[src/rtl/sev_seg_pkg.sv]
// Shared constants and types for the seven-segment history pager.
// The table is indexed by nibble value; segments are {g,f,e,d,c,b,a}, active-low.
package sev_seg_pkg;

    localparam logic [6:0] SEG_BLANK = 7'b1111111;
    localparam logic [3:0] AN_OFF    = 4'b1111;

    typedef logic [1:0] digit_idx_t;
    typedef logic [1:0] page_idx_t;

    localparam logic [6:0] HEX_SEG [16] = '{
        7'b1000000,  // 0
        7'b1111001,  // 1
        7'b0100100,  // 2
        7'b0110000,  // 3
        7'b0011001,  // 4
        7'b0010010,  // 5
        7'b0000010,  // 6
        7'b1111000,  // 7
        7'b0000000,  // 8
        7'b0010000,  // 9
        7'b0001000,  // A
        7'b0000011,  // b
        7'b1000110,  // C
        7'b0100001,  // d
        7'b0000110,  // E
        7'b0001110   // F
    };

    function automatic logic [3:0] anode_for(input digit_idx_t d);
        return ~(4'b0001 << d);
    endfunction

endpackage

[src/rtl/hex_to_seg.sv]
// Combinational hex nibble to active-low seven-segment decoder.
module hex_to_seg
    import sev_seg_pkg::*;
(
    input  logic [3:0] nibble,
    output logic [6:0] seg
);

    assign seg = HEX_SEG[nibble];

endmodule

[src/rtl/sev_seg_pager.sv]
// Pages through the four 16-bit words of the history register and scans the
// selected word onto a 4-digit common-anode display; dp marks the page index.
module sev_seg_pager
    import sev_seg_pkg::*;
#(
    parameter int REFRESH_CYCLES = 100000,
    parameter int SCROLL_CYCLES  = 100000000
) (
    input  logic        clk,
    input  logic        clr,
    input  logic [63:0] q,
    input  logic        next_pg,
    input  logic        auto,
    output logic [6:0]  seg,
    output logic        dp,
    output logic [3:0]  an,
    output logic [1:0]  page
);

    localparam int REF_W = (REFRESH_CYCLES > 1) ? $clog2(REFRESH_CYCLES) : 1;
    localparam int SCR_W = (SCROLL_CYCLES > 1) ? $clog2(SCROLL_CYCLES) : 1;
    localparam logic [REF_W-1:0] REF_LAST = REF_W'(REFRESH_CYCLES - 1);
    localparam logic [SCR_W-1:0] SCR_LAST = SCR_W'(SCROLL_CYCLES - 1);

    logic [REF_W-1:0] ref_cnt;
    logic [SCR_W-1:0] scr_cnt;
    digit_idx_t       digit;
    page_idx_t        page_sel;
    logic             next_prev;

    logic             ref_tc;
    logic             scr_tc;
    logic             pg_edge;
    logic [3:0]       nibble;
    logic [6:0]       seg_next;

    assign ref_tc  = (ref_cnt == REF_LAST);
    assign scr_tc  = auto && (scr_cnt == SCR_LAST);
    assign pg_edge = next_pg && !next_prev;

    always_ff @(posedge clk or posedge clr) begin
        if (clr) begin
            ref_cnt <= '0;
            digit   <= '0;
        end else if (ref_tc) begin
            ref_cnt <= '0;
            digit   <= digit + 2'd1;
        end else begin
            ref_cnt <= ref_cnt + 1'b1;
        end
    end

    // A button edge and a scroll terminal count in the same cycle still
    // advance the page only once.
    always_ff @(posedge clk or posedge clr) begin
        if (clr) begin
            page_sel  <= '0;
            scr_cnt   <= '0;
            next_prev <= 1'b0;
        end else begin
            next_prev <= next_pg;
            if (pg_edge || scr_tc) begin
                page_sel <= page_sel + 2'd1;
                scr_cnt  <= '0;
            end else if (auto) begin
                scr_cnt  <= scr_cnt + 1'b1;
            end else begin
                scr_cnt  <= '0;
            end
        end
    end

    // q is deliberately not latched so upstream writes show up immediately.
    assign nibble = q[{page_sel, digit, 2'b00} +: 4];

    hex_to_seg u_hex_to_seg (
        .nibble (nibble),
        .seg    (seg_next)
    );

    always_ff @(posedge clk or posedge clr) begin
        if (clr) begin
            an  <= AN_OFF;
            seg <= SEG_BLANK;
            dp  <= 1'b1;
        end else begin
            an  <= anode_for(digit);
            seg <= seg_next;
            dp  <= (digit != page_sel);
        end
    end

    assign page = page_sel;

endmodule

[config.mk]
export PLATFORM = sky130hd
export DESIGN_NAME = sev_seg_pager
export DESIGN_NICKNAME = d
export VERILOG_FILES = /design/src/rtl/sev_seg_pkg.sv /design/src/rtl/hex_to_seg.sv /design/src/rtl/sev_seg_pager.sv
export SDC_FILE = /design/constraint.sdc
export NUM_CORES = 1
export LEC_CHECK = 0
export CAP_MARGIN = 5
export CORE_ASPECT_RATIO = 0.7
export CORE_MARGIN = 2
export CORE_UTILIZATION = 54
export DETAILED_ROUTE_END_ITERATION = 8
export PLACE_DENSITY = 0.95
export SYNTH_ARGS = -nofsm -noshare
export SYNTH_HDL_FRONTEND = slang
export SYNTH_SLANG_ARGS = --single-unit
[constraint.sdc]
create_clock -name clk -period 5.3 [get_ports clk]
set_input_delay 0.795 -clock clk [delete_from_list [all_inputs] [get_ports clk]]
set_output_delay 0.795 -clock clk [all_outputs]
set_load 0.1 [all_outputs]
Yosys cells after proc, flatten, opt, wreduce, memory -nomap -nowiden
Memories as Yosys holds them, arrays and structs flattened. A register that Yosys moved wholly into a read port is not among the register bits.
Cells that the tools add are included.
{ "totals": {"output_inout_bits": 14, "rom_bits": 112, "reg_bits": 54, "wordCells": 26, "n_memories": 1, "inputBits": 68} }
{ "classes": {"bitwise_logic": 2, "n_eq_ne": 3, "muxes": 3, "reduce_logical": 4, "n_shift": 2, "add_sub_neg": 4} }
{ "mem_list": {"columns": ["memory", "words", "word_bits", "rd", "rd_ports_with_merged_regs", "wr", "line_no", "rtl"], "rows": [
  ["(no name shown)", 16, 7, 1, 1, 0, "hex_to_seg.sv:9", "assign seg = HEX_SEG[nibble];"]
]} }
{ "ops": {"columns": ["operator", "count"], "rows": [
  ["64-bit by 7-bit variable part select with 4-bit output", 1],
  ["27-bit two-way mux", 2],
  ["27-bit by 1-bit adder with 27-bit output (second input constant)", 1],
  ["27-bit == test (second input constant)", 1],
  ["17-bit by 1-bit adder with 17-bit output (second input constant)", 1],
  ["17-bit == test (second input constant)", 1],
  ["17-bit two-way mux", 1],
  ["4-bit inverter with 5-bit output", 1],
  ["2-bit by 1-bit adder with 2-bit output (second input constant)", 2],
  ["4-bit inverter", 1],
  ["1-bit by 2-bit << shifter with 4-bit output (first input constant)", 1],
  ["1-bit logical AND", 2],
  ["2-bit inequality test", 1],
  ["1-bit zero test", 1],
  ["1-bit logical OR", 1]
]} }

Depth between registers and ports, before layout
{ "depth": {"depth_word": 4, "depth_mapped": 10, "ltp_nobuf": 8} }

Hierarchy
From an unflattened synthesis, not the netlist that was laid out.
{ "unflattened": {"cells_unflattened": 332, "area_unflattened_um2": 3681.0} }
{ "modules_own_cells": {"columns": ["mod", "area_per_inst_um2", "n_inst", "cells_per_inst", "seq_area_each_um2"], "rows": [
  ["sev_seg_pager", 3407.0, 1, 299, 1541.5],
  ["hex_to_seg", 274.0, 1, 33, 0.0]
]} }

Least setup slack after synthesis
OpenSTA, ideal clock, no wires.
{ "synth_path": {"path_type": "register to register", "startpoint": "register page_sel[0] (netlist: page[0])", "endpoint": "register seg[5]", "arrival_ns": 2.458, "setup_time_ns": 0.080, "slack_ns": 2.762, "required_time_ns": 5.220, "synth_period_minus_slack_ns": 2.538, "stages_incl_launch_ff": 9, "path_buffers": 1, "path_cell_list": "dfrtp_1 clkbuf_1 nor2b_1 nand2_1 nand3_1 inv_1 ha_1 mux2_2 o2bb2ai_1"} }
{ "synth_between": {"elab_chain_len": 2} }
{ "synth_rtl": {"columns": ["element", "line_no", "rtl"], "rows": [
  ["start: declaration", "sev_seg_pager.sv:28", "page_idx_t page_sel;"],
  ["start signal: assignment", "sev_seg_pager.sv:63", "page_sel <= page_sel + 2'd1;"],
  ["64-bit by 7-bit variable part select with 4-bit output", "sev_seg_pager.sv:74", "assign nibble = q[{page_sel, digit, 2'b00} +: 4];"],
  ["4-bit inverter with 5-bit output (implied by the code)", "hex_to_seg.sv:9", null],
  ["end: declaration", "sev_seg_pager.sv:14", "output logic [6:0] seg,"]
]} }
Every way passes these cells.
A chain may end at the register's enable or synchronous reset.

Worst setup path after layout
{ "layout_path": {"startpoint": "register page_sel[0] (netlist: page[0])", "endpoint": "output page[0]"} }
{ "layout_lines": {"columns": ["element", "line_no", "rtl"], "rows": [
  ["end: declaration", "sev_seg_pager.sv:17", "output logic [1:0] page"]
]} }
No word-level cell between the ends.

==> flow_summary.yaml <==
status:
  status: "completed"
sta:
  tightest_slew_ns: 1.062
  finalCriticalPeriod_ns: 2.986
  period_share_pct: 56.34
  finalMaxSlewViolations: 0
  fmax_ghz: 0.3349
  hold_violations: 0
  setup_violations: 0
  rsz0062_at_grt: "false"
  fin_setup_tns_ns: 0
  slew_headroom_pct: 29.21
  fin_hold_ws_ns: 0.5037
  skew_ns: 0.01288
setup_path:
  cp_slowest_stage_delay_ns: 1.23
  reg2reg_depth: 8
  r2r_start: "digit[0]$_DFFE_PP0N_"
  critical_path_class: "flip-flop to primary output"
  critPathLaunchType: "flip-flop"
  slowest_stage: "clkdlybuf4s50_1"
  end_kind: "primary output"
  cp_cell_sequence: "clkdlybuf4s50_1"
  reg2reg_slack_ns: 2.34
  critPathTopFamily: "buffers and inverters"
  crit_fanout: 11
  worst_ep_arrival_time_ns: 2.19
  r2r_end: "seg[1]$_DFF_PP1_"
  cp_data_required_time_ns: 4.51
  crit_buf_inv: 1
clock_tree:
  cts.path.max_buffers: 2
  root_buffer: "clkbuf_8"
  clock_sinks: 61
  cts_setup_buffers: 0
  cts_made_buffers: 9
  post_cts_resized: 0
  cts.htree.levels: 3
  cts_tree: "done"
  clk_latency_ns: 0.35
  cts_hold_buffers: 0
  cts.clk_slew.worst_paths_ns: 0.08
synthesis:
  synth.largest_area_cell: "dfrtp_1"
  synthFlopType: "dfrtp_1"
  synth_cells: 323
  ys_types: 46
  synth_nets: 401
  synth_seq_cells: 61
  synth_most_common_cell: "dfrtp_1"
  avgSynthCellArea_sq_um: 10.94
  synthArstFlopShare_pct: 100.0
  synthTopCellsByArea: "dfrtp_1 (35%), dfstp_2 (8.9%), mux4_1 (6.7%), xor2_1 (5.5%), xnor2_1 (5.0%)"
  synth.yosys.warnings: 0
  yosysTopAreaCellShare_pct: 34.70
  synth_enable_flop_cells: 0
  yosys-top-cells-count: "dfrtp_1 (49), nor2_1 (41), nand3_1 (24)"
  seq_area_frac_synth_pct: 43.63
  synth_area_sq_um: 3533
floorplanning:
  fp.dieW_um: 100.7
  ios: 82
  core_sq_um: 6276
  rows: 24
  dieArea_sq_um: 7216
  initial_utilization_pct: 56.30
  die_y_um: 71.68
global_route:
  gr-usage-all-layers_pct: 26.49
  grt-ovfl-total: 0
  antenna_found_initial: 1
  grt_max_degree: 62
  grt_pass1_vias: 2824
  grt_pass1_wl_mm: 14.33
finish:
  drive_above_1_share_pct: 12.01
  area_growth_pct: 29.07
  fin_nets: 481
  diodes: 0
pwr:
  pwr_density_cell_nw_per_um2: 380.7
  p_leak_nw: 1.881
  irDropWorstVdd_uv: 303.3
  fin_total_pwr_w: 0.001736
routing:
  drt_iter0_markers: 199
  drt-pass1-iter-count: 5
  wire_per_inst_um: 18.16
  detail_route.wirelength_mm: 8.826
  final_antenna_net_count: 0
  drc: 0
  via_count: 2797
  viasPerCell: 5.755
worst_hold_path:
  worst_hold_path_type: "flip-flop to flip-flop"
  worstHoldPathCells: 1
  hold_end: "scr_cnt[0]$_DFF_PP0_"
  min_from: "scr_cnt[0]$_DFF_PP0_"
place:
  dp_hpwl_mm: 6.347
  gp_congestion: 0.8254
  io_buffer_count: 81
flow_run:
  maxCapViolCount: 0
==> placed cells by master, fill, tap and decap left out, types with 4 or more instances in the layout <==
cell	count
xor2_1	22
clkbuf_8	11
mux4_1	9
nand4_1	14
mux4_2	7
nand2_1	18
inv_1	15
and3_1	7
nor4_1	4
nor2_1	41
mux2i_1	5
dfrtp_1	49
clkdlybuf4s50_1	81
nand3_1	24
nor3_1	5
nor2b_1	5
dfstp_2	12
or3_1	4
xnor2_1	20
ha_1	10
==> flip-flops by register name, indices dropped and copies added, names as in the netlist <==
register	count
an	4
dp	1
next_prev	1
scr_cnt	27
seg	7
digit	2
ref_cnt	17
page	2
==> worst max-delay path by stage <==
stage,to,slack (ns),start,cells after the start
2_1_floorplan,seg[5]$_DFF_PP1_,2.76,page[0]$_DFFE_PP0P_,8
3_3_place_gp,seg[5]$_DFF_PP1_,2.41,q[45],7
3_5_place_dp,seg[1]$_DFF_PP1_,2.37,q[13],9
4_1_cts,seg[1]$_DFF_PP1_,2.30,digit[0]$_DFFE_PP0N_,8
5_1_grt,seg[1]$_DFF_PP1_,2.07,digit[0]$_DFFE_PP0N_,8
6_report,page[0],2.31,page[0]$_DFFE_PP0P_,1
==> per-layer routing <==
layer  GRT usage [%]  vias up  part of all wire (%)
met2           41.70       86                    50
met1           36.11     1383                    43
met4           8.371        0                   1.8
met5               0        -                     0
met3           7.317       18                   5.0
li1                -     1310                     -
==> power breakdown <==
| group | switching [W] | total, W | internal, W |
|---|---|---|---|
| Combinational | 0.000490 | 0.000751 | 0.000262 |
| Clock | 0.000184 | 0.000425 | 0.000241 |
| Sequential | 0.0000346 | 0.000560 | 0.000525 |
| Total | 0.000708 | 0.00174 | 0.00103 |
==> per-stage QoR <==
step	utilization [%]	setup slack (ns)	instances	cell area (sq um)
after CTS	72.67	2.297	486	4561
final	72.67	2.314	486	4561
after global routing	72.67	2.069	486	4561
after detailed placement	69.44	2.375	470	4358
after floorplan	-	2.762	323	3533
after global placement	69.44	2.410	470	4358
==> kinds of logic (layout without fill, tap and decap cells) <==
logic type      after synthesis  after routing  share of synthesized area [%]
simple gates                138            138                          20.68
flops                        61             61                          43.63
xor+xnor                     42             42                          10.41
fa+ha+maj                    10             10                          3.541
mux                          24             24                          13.53
compound gates               19             19                          3.931
buf+inv                      29            114                          4.285
==> area by class of cell <==
class,instances,area (sq um)
Sequential cell,61,1541
Inverter,16,60.06
Clock inverter,4,47.55
Multi-Input combinational cell,233,1841
Timing Repair Buffer,82,818.3
Tap cell,78,97.59
Clock buffer,12,155.1
Fill cell,395,1715
No activity file was read; power rests on OpenSTA's default activity.
